<file path="src/rtl/id_ex_stage_if.sv">
// -----------------------------------------------------------------------------
// id_ex_stage_if
//   Bundle of every signal that crosses the ID/EX pipeline boundary. It carries
//   the decode-side fields, the EX redirect, the registered EX-side fields, the
//   hazard stalls and the bubble counter.
//
//   Modports
//     master : drives the decode fields and flush_e, and observes the EX
//              fields, the stalls and bubble_cnt (decoder / hazard unit side).
//     slave  : the ID/EX register itself (id_ex_stage).
// -----------------------------------------------------------------------------
interface id_ex_stage_if;

    // Decode-side fields
    logic        valid_d;
    logic        regwrite_d;
    logic        memwrite_d;
    logic        alu_src_d;
    logic        branch_d;
    logic        jump_d;
    logic [1:0]  result_src_d;   // 00 ALU, 01 load, 10 PC+4
    logic [2:0]  alu_control_d;
    logic [31:0] rd1_d;
    logic [31:0] rd2_d;
    logic [31:0] imm_ext_d;
    logic [31:0] pc_d;
    logic [31:0] pc_plus4_d;
    logic [4:0]  rs1_d;
    logic [4:0]  rs2_d;
    logic [4:0]  rd_d;

    // Redirect from EX (taken branch or jump)
    logic        flush_e;

    // Registered EX-side fields
    logic        valid_e;
    logic        regwrite_e;
    logic        memwrite_e;
    logic        alu_src_e;
    logic        branch_e;
    logic        jump_e;
    logic [1:0]  result_src_e;
    logic [2:0]  alu_control_e;
    logic [31:0] rd1_e;
    logic [31:0] rd2_e;
    logic [31:0] imm_ext_e;
    logic [31:0] pc_e;
    logic [31:0] pc_plus4_e;
    logic [4:0]  rs1_e;
    logic [4:0]  rs2_e;
    logic [4:0]  rd_e;

    // Hazard outputs
    logic        stall_f;
    logic        stall_d;
    logic [15:0] bubble_cnt;

    modport master (
        output valid_d, regwrite_d, memwrite_d, alu_src_d, branch_d, jump_d,
               result_src_d, alu_control_d, rd1_d, rd2_d, imm_ext_d, pc_d,
               pc_plus4_d, rs1_d, rs2_d, rd_d, flush_e,
        input  valid_e, regwrite_e, memwrite_e, alu_src_e, branch_e, jump_e,
               result_src_e, alu_control_e, rd1_e, rd2_e, imm_ext_e, pc_e,
               pc_plus4_e, rs1_e, rs2_e, rd_e, stall_f, stall_d, bubble_cnt
    );

    modport slave (
        input  valid_d, regwrite_d, memwrite_d, alu_src_d, branch_d, jump_d,
               result_src_d, alu_control_d, rd1_d, rd2_d, imm_ext_d, pc_d,
               pc_plus4_d, rs1_d, rs2_d, rd_d, flush_e,
        output valid_e, regwrite_e, memwrite_e, alu_src_e, branch_e, jump_e,
               result_src_e, alu_control_e, rd1_e, rd2_e, imm_ext_e, pc_e,
               pc_plus4_e, rs1_e, rs2_e, rd_e, stall_f, stall_d, bubble_cnt
    );

endinterface

</file>
<file path="src/rtl/id_ex_stage.sv">
// -----------------------------------------------------------------------------
// id_ex_stage
//   ID/EX pipeline register with load-use hazard detection and bubble insertion.
//
//   Every cycle the decode fields are captured into the EX register unless a
//   bubble is inserted (flush, load-use hazard, or no valid instruction in D);
//   a bubble loads an all-zero EX word. The EX register itself never stalls.
//   On a load-use hazard the front end is held for one cycle via stall_f /
//   stall_d; a redirect (flush_e) overrides the stall so the new PC proceeds.
//   bubble_cnt counts bubbles caused by flush or load-use, saturating at FFFF.
//
//   Ports
//     clk     : rising-edge clock
//     rst_n   : synchronous active-low reset (clears EX state and bubble_cnt)
//     pipe_if : id_ex_stage_if.slave -- decode inputs, flush_e, EX outputs,
//               stall_f / stall_d (combinational), bubble_cnt (registered)
// -----------------------------------------------------------------------------
module id_ex_stage (
    input  logic         clk,
    input  logic         rst_n,
    id_ex_stage_if.slave pipe_if
);

    localparam logic [1:0]  RES_LOAD = 2'b01;
    localparam logic [15:0] CNT_MAX  = 16'hFFFF;

    // One EX-stage word; an all-zero value is a bubble.
    typedef struct packed {
        logic        valid;
        logic        regwrite;
        logic        memwrite;
        logic        alu_src;
        logic        branch;
        logic        jump;
        logic [1:0]  result_src;
        logic [2:0]  alu_control;
        logic [31:0] rd1;
        logic [31:0] rd2;
        logic [31:0] imm_ext;
        logic [31:0] pc;
        logic [31:0] pc_plus4;
        logic [4:0]  rs1;
        logic [4:0]  rs2;
        logic [4:0]  rd;
    } ex_word_t;

    ex_word_t    ex_q, ex_d;
    ex_word_t    d_word;
    logic [15:0] bubble_cnt_q, bubble_cnt_d;
    logic        load_use;
    logic        bubble;
    logic        counted_bubble;

    // Pack the decode fields into one word so capture is a single assignment.
    assign d_word = '{
        valid:       pipe_if.valid_d,
        regwrite:    pipe_if.regwrite_d,
        memwrite:    pipe_if.memwrite_d,
        alu_src:     pipe_if.alu_src_d,
        branch:      pipe_if.branch_d,
        jump:        pipe_if.jump_d,
        result_src:  pipe_if.result_src_d,
        alu_control: pipe_if.alu_control_d,
        rd1:         pipe_if.rd1_d,
        rd2:         pipe_if.rd2_d,
        imm_ext:     pipe_if.imm_ext_d,
        pc:          pipe_if.pc_d,
        pc_plus4:    pipe_if.pc_plus4_d,
        rs1:         pipe_if.rs1_d,
        rs2:         pipe_if.rs2_d,
        rd:          pipe_if.rd_d
    };

    // Load-use: the load in EX writes a register the D instruction reads.
    // rs2 is compared for every format, so I-type instructions may stall
    // spuriously; x0 is never a real dependency.
    assign load_use = ex_q.valid
                   && (ex_q.result_src == RES_LOAD)
                   && (ex_q.rd != 5'd0)
                   && ((pipe_if.rs1_d == ex_q.rd) || (pipe_if.rs2_d == ex_q.rd));

    // A redirect wins over the hazard: the D instruction is being killed anyway.
    assign pipe_if.stall_f = load_use && !pipe_if.flush_e;
    assign pipe_if.stall_d = load_use && !pipe_if.flush_e;

    assign counted_bubble = pipe_if.flush_e || load_use;
    assign bubble         = counted_bubble || !pipe_if.valid_d;

    always_comb begin
        // NOTE: every always_comb output gets a default first so no path can
        // leave it unassigned and infer a latch.
        ex_d         = d_word;
        bubble_cnt_d = bubble_cnt_q;

        if (bubble) begin
            ex_d = '0;
        end

        if (counted_bubble && (bubble_cnt_q != CNT_MAX)) begin
            bubble_cnt_d = bubble_cnt_q + 16'd1;
        end
    end

    // NOTE: sequential state uses non-blocking assignments so every register
    // samples its pre-edge value regardless of statement order.
    always_ff @(posedge clk) begin
        if (!rst_n) begin
            ex_q         <= '0;
            bubble_cnt_q <= '0;
        end else begin
            ex_q         <= ex_d;
            bubble_cnt_q <= bubble_cnt_d;
        end
    end

    assign pipe_if.valid_e       = ex_q.valid;
    assign pipe_if.regwrite_e    = ex_q.regwrite;
    assign pipe_if.memwrite_e    = ex_q.memwrite;
    assign pipe_if.alu_src_e     = ex_q.alu_src;
    assign pipe_if.branch_e      = ex_q.branch;
    assign pipe_if.jump_e        = ex_q.jump;
    assign pipe_if.result_src_e  = ex_q.result_src;
    assign pipe_if.alu_control_e = ex_q.alu_control;
    assign pipe_if.rd1_e         = ex_q.rd1;
    assign pipe_if.rd2_e         = ex_q.rd2;
    assign pipe_if.imm_ext_e     = ex_q.imm_ext;
    assign pipe_if.pc_e          = ex_q.pc;
    assign pipe_if.pc_plus4_e    = ex_q.pc_plus4;
    assign pipe_if.rs1_e         = ex_q.rs1;
    assign pipe_if.rs2_e         = ex_q.rs2;
    assign pipe_if.rd_e          = ex_q.rd;
    assign pipe_if.bubble_cnt    = bubble_cnt_q;

endmodule

</file>
<file path="src/flat_wrapper.sv">
// flat-port wrapper written by rule: the top's interface ports become plain ports
module id_ex_stage_flat 
  (clk, rst_n, pipe_if_valid_d, pipe_if_regwrite_d, pipe_if_memwrite_d, pipe_if_alu_src_d, pipe_if_branch_d, pipe_if_jump_d, pipe_if_result_src_d, pipe_if_alu_control_d, pipe_if_rd1_d, pipe_if_rd2_d, pipe_if_imm_ext_d, pipe_if_pc_d, pipe_if_pc_plus4_d, pipe_if_rs1_d, pipe_if_rs2_d, pipe_if_rd_d, pipe_if_flush_e, pipe_if_valid_e, pipe_if_regwrite_e, pipe_if_memwrite_e, pipe_if_alu_src_e, pipe_if_branch_e, pipe_if_jump_e, pipe_if_result_src_e, pipe_if_alu_control_e, pipe_if_rd1_e, pipe_if_rd2_e, pipe_if_imm_ext_e, pipe_if_pc_e, pipe_if_pc_plus4_e, pipe_if_rs1_e, pipe_if_rs2_e, pipe_if_rd_e, pipe_if_stall_f, pipe_if_stall_d, pipe_if_bubble_cnt);
  id_ex_stage_if pipe_if_i ();
  input  logic clk;
  input  logic rst_n;
  input wire logic [$bits(pipe_if_i.valid_d)-1:0] pipe_if_valid_d;
  input wire logic [$bits(pipe_if_i.regwrite_d)-1:0] pipe_if_regwrite_d;
  input wire logic [$bits(pipe_if_i.memwrite_d)-1:0] pipe_if_memwrite_d;
  input wire logic [$bits(pipe_if_i.alu_src_d)-1:0] pipe_if_alu_src_d;
  input wire logic [$bits(pipe_if_i.branch_d)-1:0] pipe_if_branch_d;
  input wire logic [$bits(pipe_if_i.jump_d)-1:0] pipe_if_jump_d;
  input wire logic [$bits(pipe_if_i.result_src_d)-1:0] pipe_if_result_src_d;
  input wire logic [$bits(pipe_if_i.alu_control_d)-1:0] pipe_if_alu_control_d;
  input wire logic [$bits(pipe_if_i.rd1_d)-1:0] pipe_if_rd1_d;
  input wire logic [$bits(pipe_if_i.rd2_d)-1:0] pipe_if_rd2_d;
  input wire logic [$bits(pipe_if_i.imm_ext_d)-1:0] pipe_if_imm_ext_d;
  input wire logic [$bits(pipe_if_i.pc_d)-1:0] pipe_if_pc_d;
  input wire logic [$bits(pipe_if_i.pc_plus4_d)-1:0] pipe_if_pc_plus4_d;
  input wire logic [$bits(pipe_if_i.rs1_d)-1:0] pipe_if_rs1_d;
  input wire logic [$bits(pipe_if_i.rs2_d)-1:0] pipe_if_rs2_d;
  input wire logic [$bits(pipe_if_i.rd_d)-1:0] pipe_if_rd_d;
  input wire logic [$bits(pipe_if_i.flush_e)-1:0] pipe_if_flush_e;
  output wire logic [$bits(pipe_if_i.valid_e)-1:0] pipe_if_valid_e;
  output wire logic [$bits(pipe_if_i.regwrite_e)-1:0] pipe_if_regwrite_e;
  output wire logic [$bits(pipe_if_i.memwrite_e)-1:0] pipe_if_memwrite_e;
  output wire logic [$bits(pipe_if_i.alu_src_e)-1:0] pipe_if_alu_src_e;
  output wire logic [$bits(pipe_if_i.branch_e)-1:0] pipe_if_branch_e;
  output wire logic [$bits(pipe_if_i.jump_e)-1:0] pipe_if_jump_e;
  output wire logic [$bits(pipe_if_i.result_src_e)-1:0] pipe_if_result_src_e;
  output wire logic [$bits(pipe_if_i.alu_control_e)-1:0] pipe_if_alu_control_e;
  output wire logic [$bits(pipe_if_i.rd1_e)-1:0] pipe_if_rd1_e;
  output wire logic [$bits(pipe_if_i.rd2_e)-1:0] pipe_if_rd2_e;
  output wire logic [$bits(pipe_if_i.imm_ext_e)-1:0] pipe_if_imm_ext_e;
  output wire logic [$bits(pipe_if_i.pc_e)-1:0] pipe_if_pc_e;
  output wire logic [$bits(pipe_if_i.pc_plus4_e)-1:0] pipe_if_pc_plus4_e;
  output wire logic [$bits(pipe_if_i.rs1_e)-1:0] pipe_if_rs1_e;
  output wire logic [$bits(pipe_if_i.rs2_e)-1:0] pipe_if_rs2_e;
  output wire logic [$bits(pipe_if_i.rd_e)-1:0] pipe_if_rd_e;
  output wire logic [$bits(pipe_if_i.stall_f)-1:0] pipe_if_stall_f;
  output wire logic [$bits(pipe_if_i.stall_d)-1:0] pipe_if_stall_d;
  output wire logic [$bits(pipe_if_i.bubble_cnt)-1:0] pipe_if_bubble_cnt;
  assign pipe_if_i.valid_d = pipe_if_valid_d;
  assign pipe_if_i.regwrite_d = pipe_if_regwrite_d;
  assign pipe_if_i.memwrite_d = pipe_if_memwrite_d;
  assign pipe_if_i.alu_src_d = pipe_if_alu_src_d;
  assign pipe_if_i.branch_d = pipe_if_branch_d;
  assign pipe_if_i.jump_d = pipe_if_jump_d;
  assign pipe_if_i.result_src_d = pipe_if_result_src_d;
  assign pipe_if_i.alu_control_d = pipe_if_alu_control_d;
  assign pipe_if_i.rd1_d = pipe_if_rd1_d;
  assign pipe_if_i.rd2_d = pipe_if_rd2_d;
  assign pipe_if_i.imm_ext_d = pipe_if_imm_ext_d;
  assign pipe_if_i.pc_d = pipe_if_pc_d;
  assign pipe_if_i.pc_plus4_d = pipe_if_pc_plus4_d;
  assign pipe_if_i.rs1_d = pipe_if_rs1_d;
  assign pipe_if_i.rs2_d = pipe_if_rs2_d;
  assign pipe_if_i.rd_d = pipe_if_rd_d;
  assign pipe_if_i.flush_e = pipe_if_flush_e;
  assign pipe_if_valid_e = pipe_if_i.valid_e;
  assign pipe_if_regwrite_e = pipe_if_i.regwrite_e;
  assign pipe_if_memwrite_e = pipe_if_i.memwrite_e;
  assign pipe_if_alu_src_e = pipe_if_i.alu_src_e;
  assign pipe_if_branch_e = pipe_if_i.branch_e;
  assign pipe_if_jump_e = pipe_if_i.jump_e;
  assign pipe_if_result_src_e = pipe_if_i.result_src_e;
  assign pipe_if_alu_control_e = pipe_if_i.alu_control_e;
  assign pipe_if_rd1_e = pipe_if_i.rd1_e;
  assign pipe_if_rd2_e = pipe_if_i.rd2_e;
  assign pipe_if_imm_ext_e = pipe_if_i.imm_ext_e;
  assign pipe_if_pc_e = pipe_if_i.pc_e;
  assign pipe_if_pc_plus4_e = pipe_if_i.pc_plus4_e;
  assign pipe_if_rs1_e = pipe_if_i.rs1_e;
  assign pipe_if_rs2_e = pipe_if_i.rs2_e;
  assign pipe_if_rd_e = pipe_if_i.rd_e;
  assign pipe_if_stall_f = pipe_if_i.stall_f;
  assign pipe_if_stall_d = pipe_if_i.stall_d;
  assign pipe_if_bubble_cnt = pipe_if_i.bubble_cnt;
  id_ex_stage u_core (.clk(clk), .rst_n(rst_n), .pipe_if(pipe_if_i));
endmodule
</file>
<file path="config.mk">
export PLATFORM = sky130hd
export DESIGN_NAME = id_ex_stage_flat
export DESIGN_NICKNAME = d
export VERILOG_FILES = /design/src/rtl/id_ex_stage_if.sv /design/src/rtl/id_ex_stage.sv /design/src/flat_wrapper.sv
export SDC_FILE = /design/constraint.sdc
export NUM_CORES = 1
export LEC_CHECK = 0
export CAP_MARGIN = 20
export CORE_AREA = 2 2 153 155
export DETAILED_ROUTE_END_ITERATION = 16
export DIE_AREA = 0 0 155 157
export PLACE_DENSITY = 0.6
export SKIP_CTS_REPAIR_TIMING = 1
export SLEW_MARGIN = 0
export SYNTH_ARGS = -nofsm -noshare
export SYNTH_HDL_FRONTEND = slang
export SYNTH_SLANG_ARGS = --single-unit
</file>
<file path="constraint.sdc">
create_clock -name clk -period 4.9 [get_ports clk]
set_input_delay 1.47 -clock clk [delete_from_list [all_inputs] [get_ports clk]]
set_output_delay 1.47 -clock clk [all_outputs]
set_load 0.02 [all_outputs]
</file>
Word level (Yosys, flattened, before mapping):

Index checks and enable logic that the tools add are counted.

* bits in registers: 202
* output and inout bits: 204
* word-level logic and storage cells: 35

* add/sub/neg operators: 1
* equality and inequality tests: 4
* bitwise gates (word level): 1
* reduce and logical (&&, ||, !) cells: 12

Operator list (count)
* $add 16x1->16 const B: 1
* $ne 16x16->1 const B: 1
* $eq 5x5->1: 2
* $logic_and 1x1->1: 5
* $reduce_bool 5->1: 1
* $logic_or 1x1->1: 3
* $eq 2x1->1 const B: 1
* $logic_not 1->1: 2
* $reduce_or 2->1: 1
* $not 1->1: 1

Logic depth before layout (Yosys ltp):

* depth after elaboration: 7
* gate-level depth with buffers: 9
* gate-level depth less buffers: 7

Least setup slack after synthesis:

Ideal clock, no wire load.

* path type: input to output
* from: input port pipe_if_rs1_d[4]
* to: output port pipe_if_stall_f
* data arrival time: 2.457 ns
* required time: 3.430 ns
* path slack: 0.973 ns
* stages on the path: 6
* path buffers: 1
* cell sequence: xnor2_1 nand3_1 o22ai_1 nand2_1 nor2_1 buf_4

* cells in the longest elaborated chain, start to end: 4

RTL lines
* start, declared: RTL line flat_wrapper.sv:20 `input wire logic [$bits(pipe_if_i.rs1_d)-1:0] pipe_if_rs1_d;`
* $eq 5x5->1: RTL line id_ex_stage.sv:80 `&& ((pipe_if.rs1_d == ex_q.rd) || (pipe_if.rs2_d == ex_q.rd));`
* $logic_or 1x1->1: RTL line id_ex_stage.sv:80
* $logic_and 1x1->1: RTL line id_ex_stage.sv:80
* $logic_and 1x1->1
* end, declared: RTL line flat_wrapper.sv:40 `output wire logic [$bits(pipe_if_i.stall_f)-1:0] pipe_if_stall_f;`

Every way passes these cells.

Worst setup path in the final report:

* from: input port pipe_if_rs1_d[4]
* to: output port pipe_if_stall_d

* cells in the longest elaborated chain, start to end: 4

RTL lines
* $eq 5x5->1: RTL line id_ex_stage.sv:80
* $logic_or 1x1->1: RTL line id_ex_stage.sv:80
* $logic_and 1x1->1: RTL line id_ex_stage.sv:80
* $logic_and 1x1->1: RTL line id_ex_stage.sv:84 `assign pipe_if.stall_d = load_use && !pipe_if.flush_e;`
* end, declared: RTL line flat_wrapper.sv:41 `output wire logic [$bits(pipe_if_i.stall_d)-1:0] pipe_if_stall_d;`

Every way passes these cells.

==> run summary <==
Post-Syn Nets = 709
sequential power share = 46.5%
max-cap violation count = 0
Total Routing Usage GR = 15.0%
starting density of the core = 26.6%
Post-Route WL = 19,500 um
initial antenna violation count = 1
Combinational Power Share = 9.7%
Syn. warnings = 0
cell row count = 55
Slew Limit Fails = 0
Max Fclk = 0.223 GHz
P_int = 2.84 mW
largest net degree at the start of global routing = 81
RSZ-0062 raised after global routing = no
cts bufs inserted = 23
Avg Inst Size Synth = 11.5 um^2
VDD IR max = 0.289 mV
# DRC = 0
Finished Core Util = 48.6%
GPL Wtd Cong = 0.755
status = finished clean
drt wl/cell = 16.0 um
CP arrival = 3.02 ns
max incr delay on CP = 0.48 ns
Net Sw Frac = 22.3%
H-tree lvl count = 1
Power Density = 334 nW/um^2
Cell Chain, Critical Path = clkdlybuf4s50_1, xnor2_1, buf_4, nand3_1, o22ai_1, nand2_1, nor2_1, dlymetal6s2s_1
commonest non-fill, non-tap cell in the layout = clkdlybuf4s50_1
power share of the clock group = 43.8%
hpwl dp = 14,900 um
Post-DRT Antenna Nets = 0
Worst Path Class, Setup = in2out
period utilization = 91.6%
routed wl met3 = 2460 um
Port Buf Inserts = 392
die width = 155 um
Clock Tree Buf Depth = 3
setup TNS = 0 ns
vias in the first global route = 4,863
via count = 4,966
met2 wire length = 9600 um
Met1 Routed Length = 7000 um
CTS tree = yes
Via density = 4.08
first-pass GRT wire length = 28,000 um
Mapped Cells = 519
Leak = 4.23 nW
root buf cell = clkbuf_16
top sig layer = met5
share of layout cells above drive strength 1 = 5.69%
Final nets = 1,105
hold crit path type = reg2reg
core area = 22,500 um^2
worst skew pair latency = 0.50 ns
Critical Path RT = 3.43 ns
#FFs+latches synth = 202
startpoint type of the worst setup path = input pin
slew margin rel. = 63.3%
Die H = 157 um
I/O pins = 393
sequential area share after synthesis = 67.6%
endpoint type of the worst setup path = output port
area delta synth->final = 83.0%
synth unique cells = 41
drt first pass iters = 4
total overflow reported by the global router = 0
Min Hold Slack = 0.523 ns
final hold violations = 0
die footprint = 24,300 um^2
Slew @ Worst Pin = 0.547 ns
Crit Path Max Fanout = 2
commonest cells after routing, fill and taps aside = 390 x clkdlybuf4s50_1, 202 x dfxtp_1, 185 x and2_1
fillers = 2,089
clock slew at reported path FFs = 0.06 ns
Clock Skews = 0.0170 ns
Setup-failing EPs final = 0
Crit-path slowest cell = clkdlybuf4s50_1
clock sinks = 202
Post-Syn Area = 5980 um^2
Final Critical Period = 4.49 ns
1st-iter DRT viols = 139
P_sw = 814 uW
[metal layers]
| metal | up-vias | GRT usage (%) |
|---|---|---|
| li1 | 2440 | - |
| met1 | 2236 | 15.6 |
| met2 | 256 | 26.5 |
| met3 | 32 | 7.68 |
| met4 | 2 | 4.28 |
| met5 | - | 0 |
[power by group through the flow]
| stage | registers [mW] | clock network (mW) | logic (mW) |
|---|---|---|---|
| after floorplan | 1.79 | 0 | 0.0534 |
| after global placement | 1.74 | 0 | 0.359 |
| after detailed placement | 1.74 | 0 | 0.360 |
| after CTS | 1.70 | 1.66 | 0.361 |
| after global routing | 1.70 | 1.73 | 0.380 |
| final | 1.70 | 1.60 | 0.356 |
[logic make-up (layout without fill, tap and decap cells)]
group	Yosys count	in the layout	synth area share [%]
AND/OR/NAND/NOR	242	242	24.9
flip-flops	202	202	67.6
buffers and inverters	32	444	2.41
AO/OA/AOI/OAI	29	29	2.93
XOR/XNOR	10	10	1.46
multiplexers	3	3	0.502
adder cells (fa/ha/maj)	1	1	0.209
other	0	1	0
[cell type report]
| cell class | instances | area, um^2 | share of cell area (%) |
|---|---|---|---|
| inverters | 5 | 18.8 | 0.172 |
| multi-input cells | 285 | 1800 | 16.5 |
| clock inverters | 10 | 62.6 | 0.572 |
| clock buffers | 31 | 646 | 5.90 |
| diodes | 1 | 2.50 | 0.0229 |
| repair buffers | 398 | 4010 | 36.7 |
| well taps | 285 | 357 | 3.26 |
| flip-flops and latches | 202 | 4040 | 37.0 |
[synth_stat cells]
| library cell | n | area (um^2) |
|---|---|---|
| nor2_1 | 6 | 22.5 |
| dfxtp_1 | 202 | 4040 |
| nand4_2 | 1 | 12.5 |
| nor4_1 | 1 | 6.26 |
| nand4_1 | 6 | 37.5 |
| or3_1 | 8 | 50.1 |
| clkinv_1 | 1 | 3.75 |
| nor2_2 | 1 | 6.26 |
| inv_1 | 4 | 15.0 |
| nand3_1 | 7 | 35.0 |
| and3_2 | 1 | 7.51 |
| clkbuf_2 | 1 | 5.00 |
| nand2_1 | 14 | 52.6 |
| clkbuf_1 | 20 | 75.1 |
| o31ai_1 | 2 | 15.0 |
| a211oi_1 | 1 | 7.51 |
| buf_1 | 1 | 3.75 |
| o21ai_0 | 7 | 35.0 |
| o211a_1 | 2 | 20.0 |
| dlygate4sd3_1 | 1 | 10.0 |
| or4_1 | 1 | 7.51 |
| nand4b_1 | 1 | 8.76 |
| o311a_2 | 1 | 11.3 |
| ha_1 | 1 | 12.5 |
| buf_6 | 1 | 11.3 |
| a21oi_1 | 10 | 50.1 |
| mux2i_1 | 3 | 30.0 |
| o22ai_1 | 1 | 6.26 |
| or4b_1 | 1 | 10.0 |
| or3_2 | 1 | 7.51 |
| nor2b_4 | 1 | 13.8 |
| nor3_1 | 2 | 10.0 |
| o21ai_1 | 4 | 20.0 |
| and3_1 | 2 | 12.5 |
| or4_4 | 2 | 22.5 |
| xnor2_1 | 10 | 87.6 |
| buf_4 | 2 | 15.0 |
| o311a_1 | 1 | 10.0 |
| and2_1 | 185 | 1160 |
| nand2b_1 | 1 | 6.26 |
| buf_2 | 1 | 5.00 |
[worst paths after layout]
path                                                   start                      endpoint  slack, ns  cells after the start
worst min-delay path            u_core.pipe_if.bubble_cnt[9]  u_core.pipe_if.bubble_cnt[9]       0.52                      2
worst max-delay path                        pipe_if_rs1_d[4]               pipe_if_stall_d       0.41                      8
worst max register to register  u_core.pipe_if.bubble_cnt[0]  u_core.pipe_if.bubble_cnt[3]       2.51                      7
worst min register to register  u_core.pipe_if.bubble_cnt[9]  u_core.pipe_if.bubble_cnt[9]       0.52                      2
[stage by stage]
stage | cell area (um^2) | worst slack, ns | power [mW] | instances
after floorplan | 5980 | 0.973 | 1.84 | 519
after global placement | 10200 | -0.0240 | 2.09 | 1175
after detailed placement | 10200 | -0.0398 | 2.10 | 1175
after CTS | 10900 | -0.0398 | 3.72 | 1216
after global routing | 10900 | 0.261 | 3.81 | 1216
final | 10900 | 0.413 | 3.66 | 1217
[state kept, by name (all words and copies together) (netlist names), 2 cells and up]
| signal | cells |
|---|---|
| u_core.pipe_if.imm_ext_e | 32 |
| u_core.pipe_if.pc_e | 32 |
| u_core.pipe_if.pc_plus4_e | 32 |
| u_core.pipe_if.rd1_e | 32 |
| u_core.pipe_if.rd2_e | 32 |
| u_core.pipe_if.bubble_cnt | 16 |
| u_core.pipe_if.rd_e | 5 |
| u_core.pipe_if.rs1_e | 5 |
| u_core.pipe_if.rs2_e | 5 |
| u_core.pipe_if.alu_control_e | 3 |
| u_core.pipe_if.result_src_e | 2 |
[critical path, delay by kind of cell]
family,cells,cell delay (ns)
AO/OA/AOI/OAI,1,0.20
XOR/XNOR,1,0.12
buffers and inverters,3,0.88
AND/OR/NAND/NOR,3,0.33
Note: power is estimated with default switching activity, not from simulation.
